File: src/rtl/gpu_pkg.sv
// gpu_pkg: shared constants and records for the sprite pipeline.
// OAM word layout, attribute bits, sizing defaults, slot record, FSM states.
package gpu_pkg;

  localparam int NUM_SPRITES_DEF = 64;
  localparam int MAX_SLOTS_DEF   = 8;
  localparam int SPRITE_H_DEF    = 8;

  localparam int Y_MSB    = 31;
  localparam int X_MSB    = 23;
  localparam int TILE_MSB = 15;
  localparam int ATTR_MSB = 7;

  localparam int ATTR_VFLIP = 1;

  typedef enum logic [1:0] {
    IDLE,
    SCAN,
    DRAIN
  } eval_state_t;

  typedef struct packed {
    logic       valid;
    logic [7:0] x;
    logic [7:0] tile;
    logic [7:0] attr;
    logic [2:0] row;
  } slot_t;

endpackage

File: src/rtl/sprite_line_eval_if.sv
// sprite_line_eval_if: OAM read bus plus the front-bank slot read port.
// master = evaluator side (drives oam_addr, slot_*), slave = OAM/compositor.
interface sprite_line_eval_if
  import gpu_pkg::*;
#(
  parameter int NUM_SPRITES = NUM_SPRITES_DEF,
  parameter int MAX_SLOTS   = MAX_SLOTS_DEF
);
  localparam int AW = $clog2(NUM_SPRITES);
  localparam int IW = $clog2(MAX_SLOTS);

  logic [AW-1:0] oam_addr;
  logic [31:0]   oam_data;
  logic [IW-1:0] slot_idx;
  logic          slot_valid;
  logic [7:0]    slot_x;
  logic [7:0]    slot_tile;
  logic [7:0]    slot_attr;
  logic [2:0]    slot_row;

  modport master (
    output oam_addr,
    input  oam_data,
    input  slot_idx,
    output slot_valid,
    output slot_x,
    output slot_tile,
    output slot_attr,
    output slot_row
  );

  modport slave (
    input  oam_addr,
    output oam_data,
    output slot_idx,
    input  slot_valid,
    input  slot_x,
    input  slot_tile,
    input  slot_attr,
    input  slot_row
  );

endinterface

File: src/rtl/sprite_slot_bank.sv
// sprite_slot_bank: MAX_SLOTS-entry slot register file.
// Ports: clear-all, indexed write (we/waddr/wdata), combinational read.
module sprite_slot_bank
  import gpu_pkg::*;
#(
  parameter int MAX_SLOTS = MAX_SLOTS_DEF,
  localparam int IW = $clog2(MAX_SLOTS)
) (
  input  logic          clk,
  input  logic          rst,
  input  logic          clear,
  input  logic          we,
  input  logic [IW-1:0] waddr,
  input  slot_t         wdata,
  input  logic [IW-1:0] raddr,
  output slot_t         rdata
);

  slot_t mem [MAX_SLOTS];

  always_ff @(posedge clk) begin
    if (rst || clear) begin
      for (int i = 0; i < MAX_SLOTS; i++) begin
        mem[i] <= '0;
      end
    end else if (we) begin
      mem[waddr] <= wdata;
    end
  end

  assign rdata = mem[raddr];

endmodule

File: src/rtl/sprite_line_eval.sv
// sprite_line_eval: scans OAM during hblank, fills the back slot bank.
// Ports: clk/rst, eval_start/eval_y, bus (OAM + slot read), busy/done/overflow/eval_overrun.
module sprite_line_eval
  import gpu_pkg::*;
#(
  parameter int NUM_SPRITES = NUM_SPRITES_DEF,
  parameter int MAX_SLOTS   = MAX_SLOTS_DEF,
  parameter int SPRITE_H    = SPRITE_H_DEF
) (
  input  logic               clk,
  input  logic               rst,
  input  logic               eval_start,
  input  logic [7:0]         eval_y,
  sprite_line_eval_if.master bus,
  output logic               busy,
  output logic               done,
  output logic               overflow,
  output logic               eval_overrun
);

  localparam int AW = $clog2(NUM_SPRITES);
  localparam int IW = $clog2(MAX_SLOTS);
  localparam int CW = IW + 1;
  localparam logic [AW-1:0] LAST = AW'(NUM_SPRITES - 1);

  eval_state_t state, state_nx;

  logic [AW-1:0] addr;
  logic [7:0]    y_q;
  logic          rd_vld;
  logic [CW-1:0] cnt;
  logic          ovf_pend;
  logic          bank_sel;

  logic [7:0] o_y, o_x, o_tile, o_attr;
  logic [7:0] diff;
  logic [2:0] row;
  logic       hit, full, wr;
  slot_t      wdata, rd0, rd1, front;

  assign o_y    = bus.oam_data[Y_MSB -: 8];
  assign o_x    = bus.oam_data[X_MSB -: 8];
  assign o_tile = bus.oam_data[TILE_MSB -: 8];
  assign o_attr = bus.oam_data[ATTR_MSB -: 8];

  // Wrapping distance lets sprites near y=255 reach the top lines.
  assign diff = y_q - o_y;
  // The datum in flight at a restart belongs to the abandoned scan.
  assign hit  = rd_vld && !eval_start && (diff < 8'(SPRITE_H));
  assign full = (cnt == CW'(MAX_SLOTS));
  assign wr   = hit && !full;
  assign row  = o_attr[ATTR_VFLIP] ? 3'(SPRITE_H - 1) - diff[2:0]
                                   : diff[2:0];

  assign wdata = '{valid: 1'b1, x: o_x, tile: o_tile,
                   attr: o_attr, row: row};

  always_ff @(posedge clk) begin
    if (rst) state <= IDLE;
    else     state <= state_nx;
  end

  always_comb begin
    state_nx = state;
    unique case (state)
      IDLE:    state_nx = IDLE;
      SCAN:    if (addr == LAST) state_nx = DRAIN;
      DRAIN:   state_nx = IDLE;
      default: state_nx = IDLE;
    endcase
    if (eval_start) state_nx = SCAN;
  end

  always_ff @(posedge clk) begin
    if (rst) begin
      addr     <= '0;
      y_q      <= '0;
      rd_vld   <= 1'b0;
      cnt      <= '0;
      ovf_pend <= 1'b0;
      bank_sel <= 1'b0;
      done     <= 1'b0;
      overflow <= 1'b0;
    end else begin
      done   <= 1'b0;
      rd_vld <= (state == SCAN) && !eval_start;
      if (eval_start) begin
        bank_sel <= ~bank_sel;
        y_q      <= eval_y;
        cnt      <= '0;
        ovf_pend <= 1'b0;
        addr     <= '0;
      end else begin
        if (state == SCAN) addr <= addr + 1'b1;
        if (wr) cnt <= cnt + 1'b1;
        if (hit && full) ovf_pend <= 1'b1;
        if (state == DRAIN) begin
          done     <= 1'b1;
          overflow <= ovf_pend || (hit && full);
        end
      end
    end
  end

  // bank_sel picks the front bank; the other one is being filled.
  sprite_slot_bank #(.MAX_SLOTS(MAX_SLOTS)) u_bank0 (
    .clk   (clk),
    .rst   (rst),
    .clear (eval_start && !bank_sel),
    .we    (wr && bank_sel),
    .waddr (cnt[IW-1:0]),
    .wdata (wdata),
    .raddr (bus.slot_idx),
    .rdata (rd0)
  );

  sprite_slot_bank #(.MAX_SLOTS(MAX_SLOTS)) u_bank1 (
    .clk   (clk),
    .rst   (rst),
    .clear (eval_start && bank_sel),
    .we    (wr && !bank_sel),
    .waddr (cnt[IW-1:0]),
    .wdata (wdata),
    .raddr (bus.slot_idx),
    .rdata (rd1)
  );

  assign front = bank_sel ? rd1 : rd0;

  assign bus.oam_addr   = addr;
  assign bus.slot_valid = front.valid;
  assign bus.slot_x     = front.x;
  assign bus.slot_tile  = front.tile;
  assign bus.slot_attr  = front.attr;
  assign bus.slot_row   = front.row;

  assign busy         = (state != IDLE);
  assign eval_overrun = eval_start && busy && !rst;

endmodule

File: src/flat_wrapper.sv
// flat-port wrapper written by rule: the top's interface ports become plain ports
module sprite_line_eval_flat import gpu_pkg::*;
#(
  parameter int NUM_SPRITES = NUM_SPRITES_DEF,
  parameter int MAX_SLOTS   = MAX_SLOTS_DEF,
  parameter int SPRITE_H    = SPRITE_H_DEF
)
  (clk, rst, eval_start, eval_y, busy, done, overflow, eval_overrun, bus_oam_addr, bus_oam_data, bus_slot_idx, bus_slot_valid, bus_slot_x, bus_slot_tile, bus_slot_attr, bus_slot_row);
  sprite_line_eval_if #(.NUM_SPRITES(NUM_SPRITES), .MAX_SLOTS(MAX_SLOTS)) bus_i ();
  input  logic clk;
  input  logic rst;
  input  logic eval_start;
  input  logic [7:0] eval_y;
  output logic busy;
  output logic done;
  output logic overflow;
  output logic eval_overrun;
  output wire logic [$bits(bus_i.oam_addr)-1:0] bus_oam_addr;
  input wire logic [$bits(bus_i.oam_data)-1:0] bus_oam_data;
  input wire logic [$bits(bus_i.slot_idx)-1:0] bus_slot_idx;
  output wire logic [$bits(bus_i.slot_valid)-1:0] bus_slot_valid;
  output wire logic [$bits(bus_i.slot_x)-1:0] bus_slot_x;
  output wire logic [$bits(bus_i.slot_tile)-1:0] bus_slot_tile;
  output wire logic [$bits(bus_i.slot_attr)-1:0] bus_slot_attr;
  output wire logic [$bits(bus_i.slot_row)-1:0] bus_slot_row;
  assign bus_oam_addr = bus_i.oam_addr;
  assign bus_i.oam_data = bus_oam_data;
  assign bus_i.slot_idx = bus_slot_idx;
  assign bus_slot_valid = bus_i.slot_valid;
  assign bus_slot_x = bus_i.slot_x;
  assign bus_slot_tile = bus_i.slot_tile;
  assign bus_slot_attr = bus_i.slot_attr;
  assign bus_slot_row = bus_i.slot_row;
  sprite_line_eval #(.NUM_SPRITES(NUM_SPRITES), .MAX_SLOTS(MAX_SLOTS), .SPRITE_H(SPRITE_H)) u_core (.clk(clk), .rst(rst), .eval_start(eval_start), .eval_y(eval_y), .bus(bus_i), .busy(busy), .done(done), .overflow(overflow), .eval_overrun(eval_overrun));
endmodule
File: config.mk
export PLATFORM = sky130hd
export DESIGN_NAME = sprite_line_eval_flat
export DESIGN_NICKNAME = d
export VERILOG_FILES = /design/src/rtl/gpu_pkg.sv /design/src/rtl/sprite_line_eval_if.sv /design/src/rtl/sprite_slot_bank.sv /design/src/rtl/sprite_line_eval.sv /design/src/flat_wrapper.sv
export SDC_FILE = /design/constraint.sdc
export NUM_CORES = 1
export LEC_CHECK = 0
export CORE_ASPECT_RATIO = 0.8
export CORE_MARGIN = 3
export CORE_UTILIZATION = 30
export CTS_CLUSTER_DIAMETER = 50
export DETAILED_ROUTE_END_ITERATION = 6
export GPL_ROUTABILITY_DRIVEN = 0
export PLACE_DENSITY = 0.52
export SLEW_MARGIN = 20
export SYNTH_ARGS = -nofsm -noshare
export SYNTH_HDL_FRONTEND = slang
export SYNTH_SLANG_ARGS = --single-unit
File: constraint.sdc
create_clock -name clk -period 8.8 [get_ports clk]
set_input_delay 2.2 -clock clk [delete_from_list [all_inputs] [get_ports clk]]
set_output_delay 2.2 -clock clk [all_outputs]
set_load 0.1 [all_outputs]
==> reports/results.ini, run 1 <==
[placement]
dp_cells=2343
dpl_cell_area_um2=22900
placement.io_buffers=83
dpl.hpwl_um=35600

[final_layout]
n_antenna_cell=0
final_cells=2450
area_delta_synth_final_pct=18.4
drive_above_1_share_pct=19.8
fillers=6517
nNetsFinal=1548
fin_area_um2=24700

[setup_path]
crit_path_cell_trace=clkbuf_8 > buf_4 > mux4_2 > mux4_2 > clkdlybuf4s50_1
cpLargestDelayFamily=buffers and inverters
crit_path_max_fanout=38
required_ns=6.60
worst_path_max_delay_cell=clkdlybuf4s50_1
cpMostUsedCell=mux4_2
arrival_ns=5.18
cp-start-kind=primary input
worst-path-buf-inv=3
critPathMaxStageDelay_ns=1.00
cp-end-kind=output pin
path_class=primary input to output pin

[pwr]
irDropWorstVdd_mv=0.162
p_total_mw=5.52
p_leak_nw=8.43
power_density_nw_per_um2=223

[clock_tree]
path_clk_slew_ns=0.05
clk_path_buf_depth=3
cts.root.buffer_cell=clkbuf_16
cts_setup_buffers=0
cts.sinks=473
cts_inserted_buffers=58
cts_tree=yes
worstSkewPairLatency_ns=0.62
cts_resized=0
ctsHtreeMaxLevel=2
hold_buffers=0

[synthesis]
synthTopCellsByArea=edfxtp_1 62%, mux4_2 15%, nor2_1 6.0%
yosys_most_used_dff=edfxtp_1
async_reset_ff_share_pct=0
synth_largest_area_cell=edfxtp_1
synth-seq-cells=473
syn_avg_cell_area_um2=14.6
yosysMostFrequentCell=edfxtp_1
yosysSeqAreaShare_pct=66.0
yosysWarnings=0
synth_common_cells=432 x edfxtp_1, 334 x nor2_1, 140 x mux4_2
synthCells=1433
netlist_area_um2=20900
synth-edff-count=432
netlist.area_leader.share_pct=62.1
synth_cell_type_count=47
syn_nets=1491

[detailed_routing]
viasPerCell=5.16
routed_wl_um=63000
ant_nets=0
dr.pass1.iters=5
vias=12600
drc=0
first_iter_violations=1177
wl_per_cell_um=25.7

[timing]
worst_slew_pin_slew_ns=1.08
fin_worst_skew_ns=0.0375
rsz0062_at_grt=no
fmax_mhz=136
setup_viol=0
fin_crit_sh_pct=83.9
relSlewSlack_pct=27.8
period_needed_ns=7.38
hold_viol_final=0
maxSlewViolCount=0
setup_tns_ns=0

[status]
run_status=finished, final reports clean

[global_route]
grt_max_degree=76
grt_overflow=0
first_global_vias=13100
antenna_found_initial=2
grt_first_pass_wirelength_um=92300
grt_util_all_layers_pct=17.3

[floorplan]
initial_utilization_pct=30.7
num_rows=85
die_y_um=242
core_area_um2=68100
dieArea_um2=72800
die_w_um=301
ios=84

[job]
max_cap_viol_count=0

[min_path]
hold_class=flop to flop

-- kinds of logic after synthesis --
kind of cell | synth area share (%)
and+or+nand+nor | 12.7
DFF | 66.0
AOI/OAI and AO/OA | 1.85
muxes | 15.5
xor gates and xnor gates | 0.461
adders and majority gates | 0.755
buffers and inverters | 2.62
-- metrics by stage --
step | setup WS, ns | hold slack [ns] | util (%)
5_1_grt | 1.29 | 0.482 | 36.3
3_3_place_gp | 1.39 | 0.438 | 33.6
6_report | 1.42 | 0.462 | 36.3
2_1_floorplan | 2.21 | 0.420 | -
4_1_cts | 1.38 | 0.458 | 36.3
3_5_place_dp | 1.30 | 0.445 | 33.6
-- per-layer routing --
layer	track usage, %	share of wire (%)	vias to the layer above
li1	-	-	5444
met1	23.8	43	6565
met2	28.0	47	530
met3	2.97	7.3	100
met4	5.15	2.5	2
met5	0	0.021	-
-- registers in the layout (all words and copies together) (netlist names), 2 cells and up --
| name | flops |
|---|---|
| u_core.cnt | 4 |
| u_core.bus.oam_addr | 6 |
| u_core.u_bank0.mem | 224 |
| u_core.u_bank1.mem | 224 |
| u_core.state | 2 |
| u_core.y_q | 8 |
-- final cells by class --
cell class | instances | area, um^2 | area share, %
sequential | 473 | 13800 | 55.8
multi-input combinational | 822 | 6750 | 27.3
clock buffer | 71 | 1520 | 6.15
timing repair buffer | 122 | 1170 | 4.73
tap | 913 | 1140 | 4.62
clock inverter | 36 | 303 | 1.22
inverter | 13 | 48.8 | 0.197
-- power breakdown --
group          internal [mW]  leakage [nW]  switching [mW]
Clock                   1.32         0.873           0.968
Combinational          0.196          2.59           0.418
Sequential              2.57          4.96          0.0372
-- placed cells by master, fill, tap and decap left out, types with 4 or more instances in the layout --
master,count
xnor2_1,5
ha_1,11
xor2_1,6
o21ai_0,16
clkdlybuf4s50_1,80
clkinvlp_4,6
nand2_1,52
clkbuf_16,59
nor3_1,74
nor2_1,334
a211oi_1,4
inv_1,13
buf_4,36
o21ai_4,15
clkbuf_1,12
clkinv_2,5
nand2b_1,26
edfxtp_1,432
clkinv_1,11
dfxtp_1,39
nand4_1,9
inv_6,6
and2_1,54
mux2i_1,9
a21oi_1,8
nand3_1,7
or3_1,7
nand3_2,6
buf_12,4
mux4_2,140
-- worst min-delay path: cells and delay by family (launching register included) --
kind	cells	cell delay [ns]
AOI/OAI and AO/OA	1	0.06
DFF	1	0.32
and+or+nand+nor	1	0.04
-- final timing paths --
kind,to,startpoint,slack (ns),cells after the start
setup / recovery,bus_slot_row[0],bus_slot_idx[0],1.42,5
hold / removal,u_core.u_bank1.mem[6][27],u_core.u_bank1.mem[6][27],0.46,2
setup reg to reg,u_core.u_bank1.mem[1][9],u_core.y_q[0],3.67,11
hold reg to reg,u_core.u_bank1.mem[6][27],u_core.u_bank1.mem[6][27],0.46,2
Power figures use the tool's default switching activity.
==> run 2, diff against run 1 <==
==> constraint.sdc (replaced) <==
create_clock -name clk -period 7.5 [get_ports clk]
set_input_delay 1.875 -clock clk [delete_from_list [all_inputs] [get_ports clk]]
set_output_delay 1.875 -clock clk [all_outputs]
set_load 0.1 [all_outputs]
==> reports/results.ini, run 2 (synthesis results as in run 1) <==
[setup_path]
crit_path_max_fanout=44  ; was 38
reg2reg_to=u_core.u_bank1.mem[0][4]  ; was u_core.u_bank1.mem[1][9]
cp-end-kind=output pin  ; unchanged
cp-start-kind=primary input  ; unchanged
r2r_cells=12  ; was 11
crit_cells=4  ; was 5
worst_path_max_delay_cell=clkdlybuf4s50_1  ; unchanged
rrSetupSlack_ns=3.48  ; was 3.67 ns
required_ns=5.62  ; was 6.60 ns
r2r_start=u_core.y_q[0]  ; unchanged
cpMostUsedCell=mux4_2  ; unchanged
critPathMaxStageDelay_ns=1.00  ; about the same
crit_path_cell_trace=clkbuf_8 > mux4_2 > mux4_2 > clkdlybuf4s50_1  ; was clkbuf_8 > buf_4 > mux4_2 > mux4_2 > clkdlybuf4s50_1
worst-path-buf-inv=2  ; was 3
arrival_ns=4.54  ; was 5.18 ns
cpLargestDelayFamily=buffers and inverters  ; unchanged
path_class=primary input to output pin  ; unchanged
crit_path_start=bus_slot_idx[0]  ; unchanged

[timing]
worst_slew_pin_slew_ns=1.01  ; was 1.08 ns
rsz0062_at_grt=no  ; unchanged
setup_viol=0  ; unchanged
hold_viol_final=0  ; unchanged
fmax_mhz=156
fin_worst_skew_ns=0.0252  ; was 0.0375 ns
fin_crit_sh_pct=85.5
relSlewSlack_pct=32.6  ; was 27.8%
maxSlewViolCount=0  ; unchanged
setup_tns_ns=0  ; unchanged
period_needed_ns=6.41

[clock_tree]
path_clk_slew_ns=0.06  ; was 0.05 ns
cts.root.buffer_cell=clkbuf_16  ; unchanged
hold_buffers=0  ; unchanged
cts.sinks=473  ; unchanged
worstSkewPairLatency_ns=0.61  ; was 0.62 ns
cts_inserted_buffers=50  ; was 58
ctsHtreeMaxLevel=2  ; unchanged
cts_setup_buffers=0  ; unchanged
cts_tree=yes  ; unchanged
cts_resized=0  ; unchanged
clk_path_buf_depth=3  ; unchanged

[floorplan]
initial_utilization_pct=30.7  ; unchanged
ios=84  ; unchanged
core_area_um2=68100  ; unchanged
dieArea_um2=72800  ; unchanged
num_rows=85  ; unchanged
die_w_um=301  ; unchanged
die_y_um=242  ; unchanged

[min_path]
hold_class=flop to flop  ; unchanged
hold_path_depth=2  ; unchanged
whs_endpoint=u_core.u_bank0.mem[5][27]  ; was u_core.u_bank1.mem[6][27]
min_from=u_core.u_bank0.mem[5][27]  ; was u_core.u_bank1.mem[6][27]

[final_layout]
area_delta_synth_final_pct=17.6  ; was 18.4%
final_util_pct=36.1  ; was 36.3%
final_common_cell=edfxtp_1  ; unchanged
nNetsFinal=1545  ; was 1548
top_regs=u_core.u_bank0.mem (224), u_core.u_bank1.mem (224), u_core.y_q (8)  ; unchanged
drive_above_1_share_pct=21.0  ; was 19.8%
layout_common_cells=432 x edfxtp_1, 334 x nor2_1, 140 x mux4_2  ; unchanged

[status]
run_status=finished, final reports clean  ; unchanged

[pwr]
p_leak_nw=8.42  ; was 8.43 nW
power_density_nw_per_um2=256  ; was 223 nW/um^2
p_total_mw=6.28  ; was 5.52 mW
irDropWorstVdd_mv=0.159  ; was 0.162 mV

[detailed_routing]
viasPerCell=5.11  ; was 5.16
vias=12500  ; was 12600
drc=0  ; unchanged
dr.pass1.iters=5  ; unchanged
first_iter_violations=1207  ; was 1177
routed_wl_um=62200  ; was 63000 um
wl_per_cell_um=25.5  ; was 25.7 um
ant_nets=0  ; unchanged

[job]
max_cap_viol_count=0  ; unchanged

[placement]
dpl.hpwl_um=35800  ; was 35600 um
placement.io_buffers=83  ; unchanged

[global_route]
grt_max_degree=75  ; was 76
grt_first_pass_wirelength_um=90700  ; was 92300 um
grt_overflow=0  ; unchanged
grt_util_all_layers_pct=17.1  ; was 17.3%
first_global_vias=12900  ; was 13100
antenna_found_initial=7  ; was 2

run 2: cell count changes in the layout (fill, tap and decap cells not counted), sizes merged:
cell           delta
clkbuf           -15
bufinv            +2
clkdlybuf4s50    -23
buf              +28
clkinvlp          -2
inv               -5
clkinv            +6
diode             +1
run 2: per-stage QoR:
step	cells	instance area [um^2]	worst slack (ns)	hold WS, ns
CTS	2441	24500	1.06	0.456
global route	2441	24500	0.998	0.475
floorplan	1433	20900	1.23	0.420
finish	2442	24600	1.09	0.451
detailed placement	2348	22900	1.05	0.442
global placement	2348	22900	1.07	0.430
run 2: worst max path at each step:
| stage | slack, ns | endpoint |
|---|---|---|
| floorplan | 1.23 | u_core.u_bank0.mem[4][0] |
| global placement | 1.07 | bus_slot_tile[1] |
| detailed placement | 1.05 | bus_slot_tile[1] |
| CTS | 1.06 | bus_slot_tile[1] |
| global route | 1.0 | bus_slot_tile[1] |
| finish | 1.09 | bus_slot_tile[1] |
run 2: layout make-up:
type                            instances  area, um^2
Fill cell                            6506       43500
Sequential cell                       473       13800
Multi-Input combinational cell        822        6730
Clock buffer                           56        1290
Timing Repair Buffer                  127        1170
Tap cell                              913        1140
Clock inverter                         37         362
Inverter                               13        48.8
Antenna cell                            1        2.50
run 2: layer usage:
layer | wire length (um) | global-route usage (%) | vias up
met4 | 1440 | 4.81 | 6
met3 | 4990 | 3.63 | 97
met1 | 26900 | 24.0 | 6440
met5 | 35 | 0 | -
met2 | 28800 | 26.7 | 481
li1 | - | - | 5446
run 2: power breakdown:
group	internal [mW]	total, mW	switching, mW
clock	1.42	2.51	1.08
combinational	0.226	0.711	0.485
sequential	3.02	3.06	0.0418
total	4.67	6.28	1.61
run 2: worst register-to-register path, cell delays in order, from the launching register on:
cell and delay, ns:
dfxtp_1 0.31, inv_1 0.08, ha_1 0.14, inv_1 0.04
fa_1 0.42, a21o_1 0.20, a2111oi_2 0.39, o221ai_2 0.24
nor3_4 0.54, nand3_1 0.14, buf_4 0.25, o21ai_4 0.70
buf_12 0.27
